==> config.mk <==
export PLATFORM = sky130hd
export DESIGN_NAME = spi_master_arbiter
export DESIGN_NICKNAME = d
export VERILOG_FILES = /design/src/rtl/spi_pkg.sv /design/src/rtl/spi_rr_picker.sv /design/src/rtl/spi_master_arbiter.sv
export SDC_FILE = /design/constraint.sdc
export NUM_CORES = 1
export LEC_CHECK = 0
export CORE_ASPECT_RATIO = 1.1
export CORE_MARGIN = 8
export CORE_UTILIZATION = 25
export DETAILED_ROUTE_END_ITERATION = 8
export GPL_ROUTABILITY_DRIVEN = 0
export PLACE_DENSITY = 0.53
export SLEW_MARGIN = 20
export SYNTH_ARGS = -nofsm -noshare
export SYNTH_HDL_FRONTEND = slang
export SYNTH_HIERARCHICAL = 1
export SYNTH_SLANG_ARGS = --single-unit
==> constraint.sdc <==
create_clock -name clk -period 2.5 [get_ports clk]
set_input_delay 0.5 -clock clk [delete_from_list [all_inputs] [get_ports clk]]
set_output_delay 0.5 -clock clk [all_outputs]
set_load 0.03 [all_outputs]
==> src/rtl/spi_pkg.sv <==
// Shared types and constants for the SPI master arbiter and helpers.
package spi_pkg;

   localparam int DATA_W_DEF = 8;

   typedef enum logic [2:0] {
      IDLE,
      SETUP,
      START,
      WAIT,
      HOLD,
      RELEASE
   } spi_state_t;

   // {ckp,cph} encodings
   localparam logic [1:0] SPI_MODE0 = 2'b00;
   localparam logic [1:0] SPI_MODE1 = 2'b01;
   localparam logic [1:0] SPI_MODE2 = 2'b10;
   localparam logic [1:0] SPI_MODE3 = 2'b11;

endpackage

==> src/rtl/spi_rr_picker.sv <==
// Combinational round-robin picker: first set request after i_ptr, with wrap.
module spi_rr_picker #(
   parameter int N  = 2,
   parameter int IW = (N > 1) ? $clog2(N) : 1
) (
   input  logic [N-1:0]  i_req,
   input  logic [IW-1:0] i_ptr,
   output logic          o_any,
   output logic [N-1:0]  o_onehot,
   output logic [IW-1:0] o_idx
);

   logic w_found;

   assign o_any = |i_req;

   always_comb begin
      o_onehot = '0;
      o_idx    = '0;
      w_found  = 1'b0;
      for (int k = 1; k <= N; k++) begin
         for (int c = 0; c < N; c++) begin
            if (!w_found && i_req[c] && (c == (int'(i_ptr) + k) % N)) begin
               w_found     = 1'b1;
               o_onehot[c] = 1'b1;
               o_idx       = IW'(c);
            end
         end
      end
   end

endmodule

==> src/rtl/spi_master_arbiter.sv <==
// Round-robin sharing of one byte-level SPI engine between NREQ clients,
// with per-transaction chip select guard times and latched length/mode.
module spi_master_arbiter
   import spi_pkg::*;
#(
   parameter int NREQ     = 2,
   parameter int DATA_W   = DATA_W_DEF,
   parameter int LEN_W    = 4,
   parameter int CS_SETUP = 2,
   parameter int CS_HOLD  = 2
) (
   input  logic                   clk,
   input  logic                   reset,
   input  logic [NREQ-1:0]        req,
   input  logic [NREQ*LEN_W-1:0]  req_len,
   input  logic [NREQ*2-1:0]      req_mode,
   input  logic [NREQ*DATA_W-1:0] tx_data,
   output logic [NREQ-1:0]        tx_ready,
   output logic [DATA_W-1:0]      rx_data,
   output logic [NREQ-1:0]        rx_valid,
   output logic [NREQ-1:0]        grant,
   output logic [NREQ-1:0]        done,
   output logic [NREQ-1:0]        cs_n,
   output logic                   eng_start,
   output logic [DATA_W-1:0]      eng_tx,
   output logic                   eng_ckp,
   output logic                   eng_cph,
   input  logic                   eng_busy,
   input  logic                   eng_done,
   input  logic [DATA_W-1:0]      eng_rx
);

   localparam int IW = (NREQ > 1) ? $clog2(NREQ) : 1;
   localparam int GW = 16;

   spi_state_t        r_state;
   spi_state_t        w_next;
   logic [IW-1:0]     r_ptr;
   logic [IW-1:0]     r_idx;
   logic [LEN_W-1:0]  r_len;
   logic [1:0]        r_mode;
   logic [GW-1:0]     r_gcnt;
   logic [DATA_W-1:0] r_rx;
   logic [NREQ-1:0]   r_rxv;

   logic              w_any;
   logic [NREQ-1:0]   w_onehot;
   logic [IW-1:0]     w_pidx;
   logic [LEN_W-1:0]  w_plen;
   logic [1:0]        w_pmode;
   logic [DATA_W-1:0] w_txb;
   logic [NREQ-1:0]   w_sel;
   logic              w_active;

   spi_rr_picker #(
      .N  (NREQ),
      .IW (IW)
   ) u_pick (
      .i_req    (req),
      .i_ptr    (r_ptr),
      .o_any    (w_any),
      .o_onehot (w_onehot),
      .o_idx    (w_pidx)
   );

   always_comb begin
      w_plen  = '0;
      w_pmode = '0;
      w_txb   = '0;
      for (int c = 0; c < NREQ; c++) begin
         if (w_pidx == IW'(c)) begin
            w_plen  = req_len[c*LEN_W +: LEN_W];
            w_pmode = req_mode[c*2 +: 2];
         end
         if (r_idx == IW'(c)) begin
            w_txb = tx_data[c*DATA_W +: DATA_W];
         end
      end
   end

   assign w_sel    = NREQ'(1) << r_idx;
   assign w_active = (r_state == SETUP) || (r_state == START) ||
                     (r_state == WAIT)  || (r_state == HOLD);

   always_ff @(posedge clk) begin
      if (reset) begin
         r_state <= IDLE;
      end else begin
         r_state <= w_next;
      end
   end

   always_comb begin
      w_next    = r_state;
      eng_start = 1'b0;
      eng_tx    = '0;
      tx_ready  = '0;
      done      = '0;
      grant     = w_active ? w_sel : '0;
      cs_n      = w_active ? ~w_sel : '1;
      case (r_state)
         IDLE: begin
            if (w_any) w_next = SETUP;
         end
         SETUP: begin
            if (r_gcnt == GW'(CS_SETUP - 1)) begin
               w_next = (r_len == '0) ? HOLD : START;
            end
         end
         START: begin
            if (!eng_busy) begin
               eng_start = 1'b1;
               eng_tx    = w_txb;
               tx_ready  = w_sel;
               w_next    = WAIT;
            end
         end
         WAIT: begin
            if (eng_done) begin
               w_next = (r_len == LEN_W'(1)) ? HOLD : START;
            end
         end
         HOLD: begin
            if (r_gcnt == GW'(CS_HOLD - 1)) w_next = RELEASE;
         end
         RELEASE: begin
            done   = w_sel;
            w_next = IDLE;
         end
         default: w_next = IDLE;
      endcase
   end

   always_ff @(posedge clk) begin
      if (reset) begin
         r_ptr  <= IW'(NREQ - 1);
         r_idx  <= '0;
         r_len  <= '0;
         r_mode <= '0;
         r_gcnt <= '0;
         r_rx   <= '0;
         r_rxv  <= '0;
      end else begin
         r_rxv <= '0;
         case (r_state)
            IDLE: begin
               if (w_any) begin
                  r_idx  <= w_pidx;
                  r_len  <= w_plen;
                  r_mode <= w_pmode;
                  r_gcnt <= '0;
               end
            end
            SETUP: begin
               r_gcnt <= (w_next == SETUP) ? r_gcnt + 1'b1 : '0;
            end
            WAIT: begin
               if (eng_done) begin
                  r_rx  <= eng_rx;
                  r_rxv <= w_sel;
                  if (r_len != '0) r_len <= r_len - 1'b1;
               end
            end
            HOLD: begin
               r_gcnt <= r_gcnt + 1'b1;
            end
            RELEASE: begin
               r_ptr <= r_idx;
            end
            default: ;
         endcase
      end
   end

   assign rx_data  = r_rx;
   assign rx_valid = r_rxv;
   assign eng_ckp  = r_mode[1];
   assign eng_cph  = r_mode[0];

endmodule

; ---- Word-level counts from Yosys, hierarchy flattened
; Cells that the tools add are included.
[word_totals]
reg_bits = 37
out_inout_bits = 29
elab_cells = 90
[classes]
addsub = 4
eq_ne = 13
shift = 1
muxes = 33
bitwise = 5
n_reduce_logical = 26
[op_table]
columns = op, count
row1 = 32-bit logical NOT, 2
row2 = 16-bit one-hot mux with 3 select lines, 1
row3 = 16-bit two-way mux, 2
row4 = 8-bit two-way mux, 3
row5 = 3-bit two-way mux, 7
row6 = "16-bit by 1-bit adder with 16-bit output, second input constant", 1
row7 = "16-bit by 1-bit == test with 1-bit output, second input constant", 1
row8 = 4-bit two-way mux, 4
row9 = 3-bit one-hot mux with 5 select lines, 1
row10 = 2-bit two-way mux, 6
row11 = 1-bit two-way mux, 8
row12 = 4-bit one-hot mux with 2 select lines, 1
row13 = 1-bit logical AND, 7
row14 = "3-bit by 1-bit == test with 1-bit output, second input constant", 2
row15 = "3-bit by 2-bit == test with 1-bit output, second input constant", 2
row16 = "3-bit == test, second input constant", 2
row17 = 2-bit AND reduction, 3
row18 = "2-bit == test, first input constant", 2
row19 = "4-bit by 1-bit == test with 1-bit output, second input constant", 1
row20 = 4-bit logical NOT, 1
row21 = "2-bit by 1-bit != test with 1-bit output, second input constant", 2
row22 = 4-bit AND reduction, 1
row23 = 4-bit nonzero test, 1
row24 = "4-bit by 1-bit subtractor with 4-bit output, second input constant", 1
row25 = other kinds (13), 20

; ---- Longest topological paths before layout
; Gate-level depths: netlist of run 1.
[logic_depth]
ltp_word = 20
mapped_depth = 7
ltp_nobuf = 6

; ---- By module
; Netlist of run 1, hierarchy kept.
[modules_own_cells]
columns = module, instances, cells_each, area_per_inst_um2
row1 = spi_master_arbiter, 1, 253, 2064.5
row2 = spi_rr_picker, 1, 5, 32.5

; ---- Worst setup path before layout of run 1
; OpenSTA, ideal clock, no wires.
[synth_path]
path_kind = register to output
from = register r_state[2]
to = output port eng_tx[0]
t_arrival_ns = 1.712
path_slack_ns = 0.288
path_stages_with_launch = 7
path_buffers = 3
cell_sequence = dfxtp_1 -> buf_6 -> clkbuf_1 -> nand2b_1 -> or3_1 -> clkbuf_1 -> nor2_1
[synth_via]
elab_chain_cells = 2
[synth_rtl]
columns = element, line
row1 = "start, declared", spi_master_arbiter.sv:36  ; spi_state_t r_state;
row2 = "start signal, assigned", spi_master_arbiter.sv:89  ; r_state <= w_next;
row3 = 3-bit by 2-bit == test with 1-bit output, spi_master_arbiter.sv:101  ; case (r_state)
row4 = 8-bit two-way mux, spi_master_arbiter.sv:101
row5 = "end, declared", spi_master_arbiter.sv:25  ; output logic [DATA_W-1:0] eng_tx,
; Every way passes these cells.

; ---- Worst setup path after layout of run 1
[layout_path]
from = register r_state[1]
to = output port done[1]
[layout_via]
elab_chain_cells = 2
[layout_rtl]
columns = element, line
row1 = 3-bit == test, spi_master_arbiter.sv:101
row2 = 2-bit two-way mux, spi_master_arbiter.sv:101
row3 = "end, declared", spi_master_arbiter.sv:22  ; output logic [NREQ-1:0] done,
; Every way passes these cells.

==> results.cfg, run 1 <==
[outcome]
outcome = finished, final reports clean

[power_and_ir_drop]
power.density_nw_per_um2 = 669
ir_worst_vdd_mv = 0.176
totalPowerFinal_uw = 2010
p_leak_uw = 0.00110

[finish]
syn_to_final_growth_pct = 44.7
final_nets = 375
fillCellCount = 887
drive_above_1_share = 0.122
fin_util = 0.365
diodes = 0

[setup_path]
crit_type = flip-flop to output pin
worstPathArrival_ps = 1860
critPathCaptureType = output pin
cp-start-kind = flip-flop
timing.rr.start = r_len[0]
cp_cell_sequence = buf_4, nor2b_1, nand2_1, nor2_1, clkdlybuf4s50_1
crit_path_top_delay_cell = clkdlybuf4s50_1
max_stage_delay_ps = 700
path_max_fanout = 10
r2r_end = r_len[1]
cp.required_ps = 2000
worst_r2r_path_depth = 6
rrSetupSlack_ps = 400

[timing]
timing.hold.ws_ps = 455
max-slew-margin-rel = 0.715
timing.final.hold_violations = 0
post-route-min-period_ps = 2360
slew_viol_final = 0
finClkSkew_ps = 8.64
setup_viol = 0
fmax_ghz = 0.423
tightest_slew_ps = 426
min_period_over_period = 0.945
rsz0062_at_grt = no

[min_path]
hp-start = rx_data[2]
hp-class = flip-flop to flip-flop
hold_depth = 2
hold_end = rx_data[2]

[clocking]
cts_setup_buffers = 0
clkSinkCount = 37
root_buffer = clkbuf_8
clk_pin_slew_ps = 80
cts_tree = built
cts.path.max_buffers = 2
insertion_delay_ps = 300
htreeDepth = 2
numCtsBuffers = 5

[global_routing]
grt_first_pass_wirelength_um = 9870
antenna_found_initial = 0
gr-total-overflow = 0
grt_max_degree = 16
grt_usage = 0.104
grt_pass1_vias = 2010

[die]
die_y_um = 112
rows = 35
die_area_sq_um = 11500
initial_core_util = 0.252
die_x_um = 103
io_pins = 71
core_sq_um = 8230

[placed_design]
portBuffers = 70
dp_hpwl_um = 4610

[synthesis]
synth_area_sq_um = 2080
syn_area_per_cell_sq_um = 8.15
yosys_warnings = 6
synth_cells = 255
syn_nets = 302

[job]
maxCapViolCount = 0

[drt]
vias = 2029
wl_um = 5940
drc = 0
drtPass1Iterations = 4
drt-initial-drc-count = 80
post_drt_wl_per_cell_um = 13.5
vias_per_cell = 4.61
ant_nets = 0
cell usage in the layout, fill, tap and decap left out, types with 6 or more instances in the layout:
cell / instances
o21ai_0: 7
nand2_1: 22
nand3_1: 8
mux2i_1: 14
buf_4: 23
xnor2_1: 8
nor4_1: 6
inv_1: 8
nor2_1: 33
clkdlybuf4s50_1: 56
dfxtp_1: 36
or3_1: 6
a21oi_1: 19
clkbuf_8: 6
sequential cells by signal, indices dropped and copies added, names as in the netlist:
register,flops
r_gcnt,16
rx_data,8
r_len,4
r_state,3
r_ptr,1
rx_valid,2
r_mode,2
r_idx,1
what timing repair did:
| action | 4_1_cts | 5_1_grt |
|---|---|---|
| setup endpoints to repair | 2 | 3 |
| resized for setup | 1 | 3 |
| hold buffers | 0 | 0 |
worst max-delay path, delay by kind of cell, from the launching register on:
kind / cells / cell delay (ps)
buffers and inverters: 2 / 870
AND/OR/NAND/NOR: 3 / 380
flip-flops: 1 / 310
routing by layer:
layer,wire [um],share of wire,global-route usage
met3,466,0.079,0.0312
met4,78,0.013,0.0348
met5,0,0,0
met1,2720,0.46,0.129
met2,2670,0.45,0.166
power by group:
part	total, uW	switching [uW]	internal (uW)
sequential	717	62.3	654
combinational	846	465	381
clock	447	224	223
worst max path at each step:
stage / endpoint / startpoint / cells past startpoint
after floorplan: eng_tx[0] / r_state[2] / 6
after global placement: r_gcnt[11] / req[0] / 7
after detailed placement: r_gcnt[13] / req[0] / 7
after CTS: grant[0] / r_state[0] / 4
after global routing: done[1] / r_state[1] / 5
final: done[1] / r_state[1] / 5
metrics by stage:
step	cell area, sq um	TNS [ps]	instances	setup WS (ps)
detailed placement	2900	-226	432	-49.6
global route	3010	0	440	52.6
floorplan	2080	0	255	288
finish	3010	0	440	138
global placement	2900	-12.9	432	-5.55
CTS	3000	0	440	74.3
area by class of cell:
cell class	instances	area, sq um	share of cell area
multi-input combinational	194	1230	0.409
timing repair buffer	82	771	0.256
sequential	37	742	0.247
tap	111	139	0.0462
clock buffer	6	82.6	0.0275
inverter	8	30.0	0.00999
clock inverter	2	13.8	0.00458
No activity file was read; power rests on OpenSTA's default activity.
==> inputs of run 2 (changes only) <==
--- a/config.mk
+++ b/config.mk
@@ -11,6 +11,7 @@
 export DETAILED_ROUTE_END_ITERATION = 8
 export GPL_ROUTABILITY_DRIVEN = 0
 export PLACE_DENSITY = 0.53
+export SETUP_SLACK_MARGIN = 0.1
 export SLEW_MARGIN = 20
 export SYNTH_ARGS = -nofsm -noshare
 export SYNTH_HDL_FRONTEND = slang
==> constraint.sdc (replaced) <==
create_clock -name clk -period 2.8 [get_ports clk]
set_input_delay 0.56 -clock clk [delete_from_list [all_inputs] [get_ports clk]]
set_output_delay 0.56 -clock clk [all_outputs]
set_load 0.03 [all_outputs]
==> results.cfg, run 2 (synthesized netlist as in run 1, its figures left out) <==
[outcome]
outcome = finished, final reports clean

[clocking]
ctsHoldBuffers = 0
cts.path.max_buffers = 2
numCtsBuffers = 5
clk_pin_slew_ps = 80
cts_tree = built
clkSinkCount = 37
htreeDepth = 2
insertion_delay_ps = 290
root_buffer = clkbuf_8

[drt]
wl_met2_um = 2570
wl_um = 5750
drc = 0
ant_nets = 0
wl_met1_um = 2630
drtPass1Iterations = 4
route.met3.wl_um = 526
post_drt_wl_per_cell_um = 13.2
vias = 2029
vias_per_cell = 4.65
top_layer_used = met4
drt-initial-drc-count = 105

[power_and_ir_drop]
totalPowerFinal_uw = 1860
p_leak_uw = 0.00105
power.density_nw_per_um2 = 621
ir_worst_vdd_mv = 0.171

[timing]
rsz0062_at_grt = no
tightest_slew_ps = 503
setup_viol = 0
finClkSkew_ps = 6.17
max-slew-margin-rel = 0.665
timing.hold.ws_ps = 457
post-route-min-period_ps = 2540
timing.final.hold_violations = 0
fmax_ghz = 0.394
min_period_over_period = 0.907
fin_tns_setup_ps = 0
slew_viol_final = 0

[die]
die_area_sq_um = 11500
initial_core_util = 0.252
io_pins = 71
core_sq_um = 8230
die_x_um = 103
rows = 35
die_y_um = 112

[finish]
fillCellCount = 890
instances_no_fill = 436
diodes = 0
multi_input_area_sq_um = 1230
final_cell_mix = 59 x clkdlybuf4s50_1, 36 x dfxtp_1, 33 x nor2_1, 22 x nand2_1
largest_reg_flops = 16
seqCellArea_sq_um = 742
regMostFlops = r_gcnt
drive_above_1_share = 0.111
syn_to_final_growth_pct = 44.0
fin_util = 0.364
final_nets = 371
final_common_cell = clkdlybuf4s50_1

[setup_path]
cp-start-kind = flip-flop
cp_cell_sequence = nor2_1, xnor2_1, and2_1, clkdlybuf4s50_1
max_stage_delay_ps = 680
crit_type = flip-flop to output pin
crit_buf_inv = 1
crit_path_top_delay_cell = clkdlybuf4s50_1
worstPathArrival_ps = 1980
path_max_fanout = 8
cp.required_ps = 2240
critPathCaptureType = output pin
crit_family = buffers and inverters

[placed_design]
dp_hpwl_um = 4500
portBuffers = 70
dp.cells = 428

[job]
maxCapViolCount = 0

[min_path]
hp-class = flip-flop to flip-flop

[global_routing]
gr-total-overflow = 0
grt_pass1_vias = 1968
grt_max_degree = 16
grt_first_pass_wirelength_um = 9470
antenna_found_initial = 0
grt_usage = 0.0999
run 2: cell types whose count changed in the layout (fill, tap and decap cells not counted), sizes merged:
cell	previous run	this run
buf	23	19
clkdlybuf4s50	56	59
bufinv	0	1
clkinv	2	0
dlymetal6s2s	3	0
clkinvlp	0	1
run 2: report_power, final:
part	switching [uW]	internal, uW	leakage [uW]
logic	404	324	0.000690
registers	62.2	584	0.000301
clock network	194	290	0.0000574
total	660	1200	0.00105
run 2: cell type report:
class                      count  share of cell area
tap                          111              0.0464
clock buffer                   6              0.0276
multi-input combinational    194               0.411
sequential                    37               0.248
clock inverter                 2              0.0125
inverter                       8              0.0100
timing repair buffer          78               0.245
run 2: worst min-delay path, stage by stage, from the launching register on:
cell and delay, ps:
dfxtp_1 310, nand2_1 50, a21oi_1 50
run 2: path summary, 6_finish.rpt:
path | end | slack, ps | startpoint | cells past startpoint
worst max-delay path | grant[0] | 260 | r_state[0] | 4
worst min-delay path | rx_data[7] | 460 | rx_data[7] | 2
worst max register to register | r_gcnt[13] | 690 | r_state[0] | 6
worst min register to register | rx_data[7] | 460 | rx_data[7] | 2
run 2: per-layer routing:
| metal | up-vias | GRT usage |
|---|---|---|
| met5 | - | 0 |
| met4 | 0 | 0.0261 |
| met3 | 2 | 0.0318 |
| met2 | 57 | 0.162 |
| met1 | 918 | 0.123 |
| li1 | 1052 | - |
run 2: what timing repair did:
action                                  4_1_cts  5_1_grt
gates resized for setup                       0        1
setup buffers                                 0        0
endpoints found under the setup margin        0        1
run 2: per-stage QoR:
step	setup slack [ps]	area, sq um
after floorplan	528	2080
after global placement	211	2870
after detailed placement	159	2870
after CTS	205	2990
after global routing	102	2990
final	262	2990
